==> src/rtl/raifes_muldiv_if.sv <==
// raifes_muldiv_if: request/response handshake bundle between the pipeline and the mul/div unit.
interface raifes_muldiv_if #(parameter int XLEN = 32);
   logic            req_valid;
   logic            req_ready;
   logic [2:0]      req_op;
   logic [XLEN-1:0] req_in1;
   logic [XLEN-1:0] req_in2;
   logic            kill;
   logic            resp_valid;
   logic            resp_ready;
   logic [XLEN-1:0] resp_result;
   modport master (
      output req_valid, req_op, req_in1, req_in2, kill, resp_ready,
      input  req_ready, resp_valid, resp_result
   );
   modport slave (
      input  req_valid, req_op, req_in1, req_in2, kill, resp_ready,
      output req_ready, resp_valid, resp_result
   );
endinterface

==> src/rtl/raifes_muldiv.sv <==
// raifes_muldiv: iterative RV32M multiply/divide unit, 32 shift-add or
// restoring shift-subtract steps between a one-cycle setup and a one-cycle sign fix-up.
module raifes_muldiv #(
   parameter int XLEN      = 32,
   parameter int CNT_WIDTH = 6
) (
   input logic             clk,
   input logic             nreset,
   raifes_muldiv_if.slave  bus
);
   typedef enum logic [2:0] {IDLE, SETUP, COMPUTE, FINAL, DONE} state_t;
   state_t                 r_state, w_next;
   logic [2:0]             r_op;
   logic [XLEN-1:0]        r_in1, r_in2, r_a, r_b, r_quot, r_result;
   logic                   r_s1, r_s2;
   logic [CNT_WIDTH-1:0]   r_cnt;
   logic [2*XLEN-1:0]      r_prod;
   logic [XLEN:0]          r_rem;
   logic                   w_accept, w_sgn1, w_sgn2, w_neg1, w_neg2, w_div0;
   logic [XLEN-1:0]        w_mag1, w_mag2, w_quot_fix, w_rem_fix, w_final;
   logic [XLEN:0]          w_sum, w_shift, w_diff;
   logic [2*XLEN-1:0]      w_prod_fix;
   assign bus.req_ready   = (r_state == IDLE) && !bus.kill;
   assign bus.resp_valid  = (r_state == DONE);
   assign bus.resp_result = r_result;
   assign w_accept = bus.req_valid && bus.req_ready;
   assign w_sgn1   = (r_op == 3'd1) || (r_op == 3'd2) || (r_op == 3'd4) || (r_op == 3'd6);
   assign w_sgn2   = (r_op == 3'd1) || (r_op == 3'd4) || (r_op == 3'd6);
   assign w_neg1   = w_sgn1 && r_in1[XLEN-1];
   assign w_neg2   = w_sgn2 && r_in2[XLEN-1];
   assign w_mag1   = w_neg1 ? -r_in1 : r_in1;
   assign w_mag2   = w_neg2 ? -r_in2 : r_in2;
   assign w_sum    = {1'b0, r_prod[2*XLEN-1:XLEN]} + (r_prod[0] ? {1'b0, r_a} : '0);
   // Remainder stays below the divisor, so bit XLEN of the difference is a clean borrow.
   assign w_shift  = {r_rem[XLEN-1:0], r_quot[XLEN-1]};
   assign w_diff   = w_shift - {1'b0, r_b};
   assign w_div0   = (r_in2 == '0);
   assign w_prod_fix = (r_s1 ^ r_s2) ? -r_prod : r_prod;
   assign w_quot_fix = (r_s1 ^ r_s2) ? -r_quot : r_quot;
   assign w_rem_fix  = r_s1 ? -r_rem[XLEN-1:0] : r_rem[XLEN-1:0];
   assign w_final = (r_op == 3'd0) ? r_prod[XLEN-1:0] :
                    !r_op[2]       ? w_prod_fix[2*XLEN-1:XLEN] :
                    !r_op[1]       ? (w_div0 ? '1 : w_quot_fix) :
                                     (w_div0 ? r_in1 : w_rem_fix);
   always_ff @(posedge clk or negedge nreset) begin
      if (!nreset) r_state <= IDLE;
      else         r_state <= w_next;
   end
   always_comb begin
      w_next = r_state;
      unique case (r_state)
         IDLE:    w_next = w_accept ? SETUP : IDLE;
         SETUP:   w_next = COMPUTE;
         COMPUTE: w_next = (r_cnt == CNT_WIDTH'(1)) ? FINAL : COMPUTE;
         FINAL:   w_next = DONE;
         DONE:    w_next = bus.resp_ready ? IDLE : DONE;
         default: w_next = IDLE;
      endcase
      if (r_state != IDLE && bus.kill) w_next = IDLE;
   end
   always_ff @(posedge clk or negedge nreset) begin
      if (!nreset) begin
         r_op     <= '0;
         r_in1    <= '0;
         r_in2    <= '0;
         r_a      <= '0;
         r_b      <= '0;
         r_s1     <= 1'b0;
         r_s2     <= 1'b0;
         r_cnt    <= '0;
         r_prod   <= '0;
         r_rem    <= '0;
         r_quot   <= '0;
         r_result <= '0;
      end else begin
         if (w_accept) begin
            r_op  <= bus.req_op;
            r_in1 <= bus.req_in1;
            r_in2 <= bus.req_in2;
         end
         if (r_state == SETUP) begin
            r_s1   <= w_neg1;
            r_s2   <= w_neg2;
            r_a    <= w_mag1;
            r_b    <= w_mag2;
            r_cnt  <= CNT_WIDTH'(XLEN);
            r_prod <= {{XLEN{1'b0}}, w_mag2};
            r_rem  <= '0;
            r_quot <= w_mag1;
         end
         if (r_state == COMPUTE) begin
            r_cnt <= r_cnt - CNT_WIDTH'(1);
            if (!r_op[2]) begin
               r_prod <= {w_sum, r_prod[XLEN-1:1]};
            end else begin
               r_rem  <= w_diff[XLEN] ? w_shift : w_diff;
               r_quot <= {r_quot[XLEN-2:0], !w_diff[XLEN]};
            end
         end
         if (r_state == FINAL && !bus.kill) r_result <= w_final;
      end
   end
endmodule

==> src/flat_wrapper.sv <==
// flat-port wrapper written by rule: the top's interface ports become plain ports
module raifes_muldiv_flat 
#(
   parameter int XLEN      = 32,
   parameter int CNT_WIDTH = 6
)
  (clk, nreset, bus_req_valid, bus_req_op, bus_req_in1, bus_req_in2, bus_kill, bus_resp_ready, bus_req_ready, bus_resp_valid, bus_resp_result);
  raifes_muldiv_if #(.XLEN(XLEN)) bus_i ();
  input logic clk;
  input logic nreset;
  input wire logic [$bits(bus_i.req_valid)-1:0] bus_req_valid;
  input wire logic [$bits(bus_i.req_op)-1:0] bus_req_op;
  input wire logic [$bits(bus_i.req_in1)-1:0] bus_req_in1;
  input wire logic [$bits(bus_i.req_in2)-1:0] bus_req_in2;
  input wire logic [$bits(bus_i.kill)-1:0] bus_kill;
  input wire logic [$bits(bus_i.resp_ready)-1:0] bus_resp_ready;
  output wire logic [$bits(bus_i.req_ready)-1:0] bus_req_ready;
  output wire logic [$bits(bus_i.resp_valid)-1:0] bus_resp_valid;
  output wire logic [$bits(bus_i.resp_result)-1:0] bus_resp_result;
  assign bus_i.req_valid = bus_req_valid;
  assign bus_i.req_op = bus_req_op;
  assign bus_i.req_in1 = bus_req_in1;
  assign bus_i.req_in2 = bus_req_in2;
  assign bus_i.kill = bus_kill;
  assign bus_i.resp_ready = bus_resp_ready;
  assign bus_req_ready = bus_i.req_ready;
  assign bus_resp_valid = bus_i.resp_valid;
  assign bus_resp_result = bus_i.resp_result;
  raifes_muldiv #(.XLEN(XLEN), .CNT_WIDTH(CNT_WIDTH)) u_core (.clk(clk), .nreset(nreset), .bus(bus_i));
endmodule
==> config.mk <==
export PLATFORM = sky130hd
export DESIGN_NAME = raifes_muldiv_flat
export DESIGN_NICKNAME = d
export VERILOG_FILES = /design/src/rtl/raifes_muldiv_if.sv /design/src/rtl/raifes_muldiv.sv /design/src/flat_wrapper.sv
export SDC_FILE = /design/constraint.sdc
export NUM_CORES = 1
export LEC_CHECK = 0
export CORE_UTILIZATION = 25
export DETAILED_ROUTE_END_ITERATION = 16
export SETUP_SLACK_MARGIN = 0.2
export SLEW_MARGIN = 10
export SYNTH_ARGS = -nofsm -noshare
export SYNTH_HDL_FRONTEND = slang
export SYNTH_SLANG_ARGS = --single-unit
==> constraint.sdc <==
create_clock -name clk -period 3 [get_ports clk]
set_input_delay 0.9 -clock clk [delete_from_list [all_inputs] [get_ports clk]]
set_output_delay 0.9 -clock clk [all_outputs]
set_load 0.02 [all_outputs]
==> impl_results.md, run 1 <==
- Gate Count Post-Synth: 2247
- Initial core utilization: 0.254
- Synth unique cells: 78
- Global-route usage over all layers: 0.179
- Peak supply drop: just over 0.0005 V
- Syn_nets: 2391
- Met1 WL: around 34 mm
- Initial antenna violation count: 4
- DRT iter0 DRCs: roughly 1700
- Met2 WL post-DR: 32.5 mm
- Met3 Wirelength: between 5 and 6 mm
- Die height: ~280 microns
- Status: finished, violations left
- Critical path endpoint category: flop
- DR DRC count: 0
- Vias per cell: roughly 5.1
- First-pass DRT Iterations: 5
- Slew @ Worst Pin: about 1.1 ns
- Fin. Hold Viols: 0
- Reg clk slew, reported paths: approximately 0.06 ns
- Avg WL per Cell: 20.1 microns
- WS Path Type: flop to flop
- Setup ws final: -0.0567 ns
- Nets: approximately 2800
- Synth-to-Final Area Change: 40.8%
- Post-synthesis sequential area ratio: 0.383
- Max clock buf depth: 3
- H-tree depth: 2
- Cts hold-fix bufs: 0
- Wire length of the first global-routing pass: between 100 and 150 mm
- Worst path required time: 3.50 ns
- Die Wd: ~280 microns
- Critical Path Fanout Max: 6
- Root buffer cell: clkbuf_16
- WL final: approximately 74 mm
- Fin crit period: between 3 and 4 ns
- DIE AREA: 0.0800 sq mm
- DP Area: between 0.02 and 0.025 sq mm
- Top sig layer: met4
- Clock latency on the worst-skew pair: 0.59 ns
- Clock Skews: 0.0318 ns
- Leakage: 11.6 nW
- Critical path arrival: between 3 and 4 ns
- Fraction of registers with async set/reset: 1.00
- PwrDens: between 900 and 1000 mW/mm^2
- CTS tree: built
- Final setup viols: 19
- Total CTS buffers: 38
- YS warnings: 0
- Max Clk Rate: 0.327 GHz
- Routed Antenna Nets: 0
- Tot Pwr: about 27 mW
- CP startpoint: u_core.r_quot[31]
- Share of cells above drive strength 1: 0.285
- R2R Path Start: u_core.r_quot[31]
- HP Class: input pin to asynchronous set/reset pin
- Unrepaired setup endpoints after global routing: yes
- Finished Cell Area: 0.0278 sq mm
- EDFF count, synth: 0
- IO Count: approximately 110
- Top FF cell, synth: dfrtp_1
- FP Rows: 102
- Syn avg cell area: slightly below 9 sq um
- Max-cap viol count: 0
- DP Worst Slack: -0.257 ns
- RePlAce Congestion: roughly 1
- Grt ovf: 0
- Dpl hpwl: 55.7 mm
- Slew headroom: 0.263
- Fin. max-slew vios: 0
- Final core occ: 0.357
- Clock sink total: 302
- Pin count of the biggest net entering global routing: 89
- Seq cells post-synth: just over 300
- Worst setup SP type: flop
- I/O Buffers: about 110
- Failing checks: setup timing
- Total core area: 0.0777 sq mm
- Vias in the first global route: 18100
- Vias: approximately 19000
- Final period util: 1.02
- Cell area after synthesis: slightly below 0.02 sq mm
==> final timing paths <==
path                                endpoint  slack, ns  depth (start not counted)
max                          u_core.r_rem[0]      -0.06                         15
min                        u_core.r_prod[47]       0.28                          1
max reg2reg                  u_core.r_rem[0]      -0.06                         15
min reg2reg                   u_core.r_a[26]       0.47                          2
max in group asynchronous    u_core.r_in1[9]       1.86                          2
min in group clk              u_core.r_a[26]       0.47                          2
==> cell type report <==
cell class              count  area, sq um
fillers                  7738        50000
multi-input cells        1759        13100
flip-flops and latches    302         7560
repair buffers            468         4250
well taps                1040         1300
clock buffers              51         1050
clock inverters            17          282
inverters                  60          225
diodes                      2         5.00
==> critical path, stage by stage, from the launching register on <==
cell,delay [ns]
dfrtp_1,0.36
inv_2,0.06
ha_4,0.16
fa_2,0.36
nor2b_4,0.13
o31a_1,0.20
o211ai_2,0.13
o2111ai_2,0.26
a21oi_2,0.10
o31ai_2,0.18
buf_4,0.18
xor2_4,0.17
buf_12,0.14
buf_12,0.12
mux2_4,0.30
o21ai_2,0.10
==> metrics by stage <==
step                      cells  hold slack (ns)  setup TNS [ns]
after CTS                  3671            0.293          -0.619
after detailed placement   3566            0.461           -2.30
final                      3699            0.284          -0.611
after floorplan            2247            0.438               0
after global placement     3566            0.456           -1.31
after global routing       3697            0.324           -5.45
==> cells in the mapped netlist (17+ instances only) <==
cell	count	area, sq um
dfrtp_1	302	7560
o21ai_0	270	1350
nand2_1	235	882
nor2_1	127	477
a21oi_1	116	581
xor2_1	107	937
clkbuf_1	103	387
nand3_1	94	470
xnor2_1	91	797
ha_1	70	876
mux2_2	70	788
inv_1	58	218
and2_1	41	257
o31ai_1	40	300
nor3_1	35	175
o21a_1	34	255
a31oi_1	32	200
a21boi_0	31	233
a21o_1	31	233
and3_1	21	131
nor4_1	21	131
mux2i_1	20	200
o211ai_1	20	150
o41ai_1	18	158
or4_1	17	128
==> flip-flops by register name, indices dropped and copies added (netlist names) <==
register and flops:
u_core.r_quot 32, u_core.r_rem 32, u_core.r_b 32, u_core.r_s1 1
u_core.r_cnt 6, u_core.bus.resp_result 32, u_core.r_in1 32, u_core.r_op 3
u_core.r_a 32, u_core.r_state 3, u_core.r_prod 64, u_core.r_in2 32
u_core.r_s2 1
==> per-layer routing <==
metal	vias to the layer above	GRT usage
met5	-	0
met4	0	0.0569
met3	119	0.0258
met2	685	0.270
met1	9306	0.260
li1	8933	-
==> power by group <==
group          leakage (nW)  switching [mW]  internal, mW  total (mW)
clock                 0.652            1.92          3.07        4.99
combinational          7.23            8.22          6.60        14.8
sequential             3.69            1.75          5.63        7.38
total                  11.6            11.9          15.3        27.2
==> cells in the final DEF (no fill, tap or decap), types with 86 or more instances in the layout <==
cell             count
xnor2_1             86
xor2_1             102
nand3_1             90
o21ai_0            192
nand2_1            217
nor2_1             107
a21oi_1             90
buf_4              297
dfrtp_1            301
clkdlybuf4s50_1    102
==> kinds of logic after synthesis <==
kind of cell	share of synthesized area
AO/OA/AOI/OAI	0.230
XOR/XNOR	0.0879
adder cells (fa/ha/maj)	0.0464
buffers and inverters	0.0369
flip-flops	0.383
multiplexers	0.0501
AND/OR/NAND/NOR	0.166
==> repair_timing <==
item	in CTS	in global routing
setup endpoints to repair	96	111
cloned	2	2
gates resized for setup	258	166
pin swaps	112	109
buffers inserted	35	24
(Power assumes the default switching activity.)
==> run 2: changes to the inputs <==
--- a/config.mk
+++ b/config.mk
@@ -7,6 +7,7 @@
 export LEC_CHECK = 0
 export CORE_UTILIZATION = 25
 export DETAILED_ROUTE_END_ITERATION = 16
+export REMOVE_ABC_BUFFERS = 1
 export SETUP_SLACK_MARGIN = 0.2
 export SLEW_MARGIN = 10
 export SYNTH_ARGS = -nofsm -noshare
==> run 2 against run 1 <==
  * Clock power is 4.4% lower
  * Sequential power hardly changed
  * Die area stayed put
  * The run now ends clean
  * Clock-buffer cell count is 1 lower
  * Register-to-register slack better by 0.07 ns
  * Largest cell class unchanged
  * Fmax is 2.5% higher
  * Non-clock buffer count is 9 higher
  * Sequential share of layout area is 0.25 points lower
  * Combinational power hardly changed
  * Worst setup slack better by 0.073 ns
  * Highest routed layer is now met5
  * Critical endpoint is now u_core.r_rem[5]
==> impl_results.md, run 2 (synthesized netlist as in run 1, its figures left out) <==
- Status: finished clean
- R2R Path Start: u_core.r_quot[31]
- Wire length of the first global-routing pass: 109 mm (-1.9%)
- IO Count: 106 (unchanged)
- Tot Pwr: 27.2 mW (about the same)
- Max clock buf depth: 3 (unchanged)
- Crit-path max cell delay: 0.37 ns (about the same)
- Slew headroom: 0.105 (-0.158)
- Vias: 19200 (+0.60%)
- Max Clk Rate: 0.335 GHz (+2.5%)
- Met1 WL: 32.9 mm (-4.5%)
- First-pass DRT Iterations: 5 (unchanged)
- HP Class: input pin to asynchronous set/reset pin
- DP Worst Slack: -0.289 ns (-0.0319 ns)
- Biggest register: u_core.r_prod
- Dpl cells: 3556 (-0.28%)
- WL final: 71.5 mm (-3.6%)
- Slew @ Worst Pin: 1.34 ns (+0.236 ns)
- Initial core utilization: 0.254 (unchanged)
- Critical Path, Cell by Cell: inv_2 > ha_4 > fa_2 > nor2b_2 > o31a_1 > o211ai_2 > o2111ai_2 > a21oi_2 > o31ai_2 > buf_4 > xor2_4 > buf_8 > buf_6 > mux2i_2 > o21ai_1
- DR DRC count: 0 (unchanged)
- Fin. Hold Viols: 0 (unchanged)
- Worst path required time: 3.44 ns (-0.06 ns)
- Avg WL per Cell: 19.3 microns (-3.7%)
- Met2 WL post-DR: 30.4 mm (-6.6%)
- Crit-path leading delay family: compound AO/OA/AOI/OAI gates
- WP buf/inv: 4 (unchanged)
- # diodes: 0 (-2)
- Grt ovf: 0 (unchanged)
- Reg clk slew, reported paths: 0.06 ns (about the same)
- FP Rows: 102 (unchanged)
- CP startpoint: u_core.r_quot[31]
- PwrDens: 969 mW/mm^2 (-1.1%)
- Hold WS: 0.267 ns (-0.0169 ns)
- Met3 Wirelength: 5.95 mm (+14%)
- Top sig layer: met5
- Vias in the first global route: 18500 (+2.1%)
- Worst setup SP type: flop
- Nets: 2782 (+0.32%)
- DRT iter0 DRCs: 1817 (+9.6%)
- Clk pwr share: 0.175 (-0.009)
- Cts hold-fix bufs: 0 (unchanged)
- Power share of the combinational group: 0.554 (+0.009)
- Share of cells above drive strength 1: 0.301 (+0.0167)
- CTS tree: built
- Setup ws final: 0.0168 ns (+0.0735 ns)
- H-tree depth: 2 (unchanged)
- Max-cap viol count: 0 (unchanged)
- Max reg flops: 64 (unchanged)
- Sequential share of power: 0.271 (about the same)
- Finished Cell Area: 0.0281 sq mm (+1.1%)
- Peak supply drop: 0.000461 V (-11%)
- I/O Buffers: 105 (unchanged)
- Dpl hpwl: 51.8 mm (-7.0%)
- Leakage: 11.6 nW (+0.31%)
- Clock latency on the worst-skew pair: 0.56 ns (-0.03 ns)
- RePlAce Congestion: 0.960 (-1.3%)
- Global-route usage over all layers: 0.172 (-0.00671)
- Synth-to-Final Area Change: 42.3%
- Fin crit period: 2.98 ns (-0.0735 ns)
- Int Pwr: 15.5 mW (+1.2%)
- Final period util: 0.994 (-0.0245)
- Pin count of the biggest net entering global routing: 85 (-4.5%)
- Total CTS buffers: 37 (-2.6%)
- Critical Path Fanout Max: 7 (+1)
- Most frequent cells in the layout: buf_4, dfrtp_1, nand2_1
- Clock Skews: 0.0160 ns (-0.0158 ns)
- Sw frac: 0.431 (-0.00689)
- Die Wd: 283 microns (unchanged)
- Sw Pwr: 11.7 mW (-1.6%)
- Fin cells: 3702 (+0.081%)
- DIE AREA: 0.0800 sq mm (unchanged)
- Vias per cell: 5.18 (+0.52%)
- Routed Antenna Nets: 0 (unchanged)
- Unrepaired setup endpoints after global routing: yes
- Die height: 283 microns (unchanged)
- Final setup viols: 0 (-19)
- Fin. max-slew vios: 0 (unchanged)
- Most common cell after layout, fill and taps aside: buf_4
- Critical path endpoint category: flop
- DP Area: 0.0240 sq mm (-0.58%)
- Root buffer cell: clkbuf_16
- Initial antenna violation count: 1 (-3)
- WS Path Type: flop to flop
- Critical path arrival: 3.42 ns (-0.14 ns)
- Clock sink total: 302 (unchanged)
- Total core area: 0.0777 sq mm (unchanged)
- Crit-path slowest cell: dfrtp_1
- Flop2flop setup slack: 0.02 ns (+0.07 ns)
-- run 2: final timing paths --
kind	endpoint	cells past startpoint
worst max-delay path	u_core.r_rem[5]	15
worst min-delay path	u_core.r_b[28]	1
worst max register to register	u_core.r_rem[5]	15
worst min register to register	u_core.r_a[0]	2
max in group asynchronous	u_core.r_in1[2]	2
min in group clk	u_core.r_a[0]	2
-- run 2: power groups by stage --
stage	clock network, mW	logic, mW	registers (mW)
2_1_floorplan	0	7.22	7.14
3_3_place_gp	0	12.5	7.19
3_5_place_dp	0	12.6	7.18
4_1_cts	4.87	13.6	7.24
5_1_grt	5.03	16.3	7.56
6_report	4.77	15.1	7.36
-- run 2: timing repair --
item | CTS | global route
gates cloned | 4 | 5
gates resized for setup | 202 | 266
buffers inserted | 37 | 37
endpoints found under the hold margin | 0 | 0
pin swaps | 82 | 136
setup endpoints to repair | 95 | 104
-- run 2: metrics by stage --
step | setup TNS (ns) | util
global placement | -6.20 | 0.309
CTS | 0 | 0.342
detailed placement | -9.28 | 0.309
finish | 0 | 0.361
floorplan | -809.19 | -
global route | -4.06 | 0.361
-- run 2: final cells by class --
type,instances,area (sq um)
tap,1040,1300
multi-input combinational,1760,13300
fill,7746,49700
inverter,60,225
timing repair buffer,477,4400
clock inverter,13,200
clock buffer,50,1060
sequential,302,7570
-- run 2: routing by layer --
layer  vias to the layer above  GRT usage
met1                      9306      0.244
met4                         2     0.0543
met2                       743      0.256
met3                       142     0.0411
met5                         -          0
li1                       8965          -
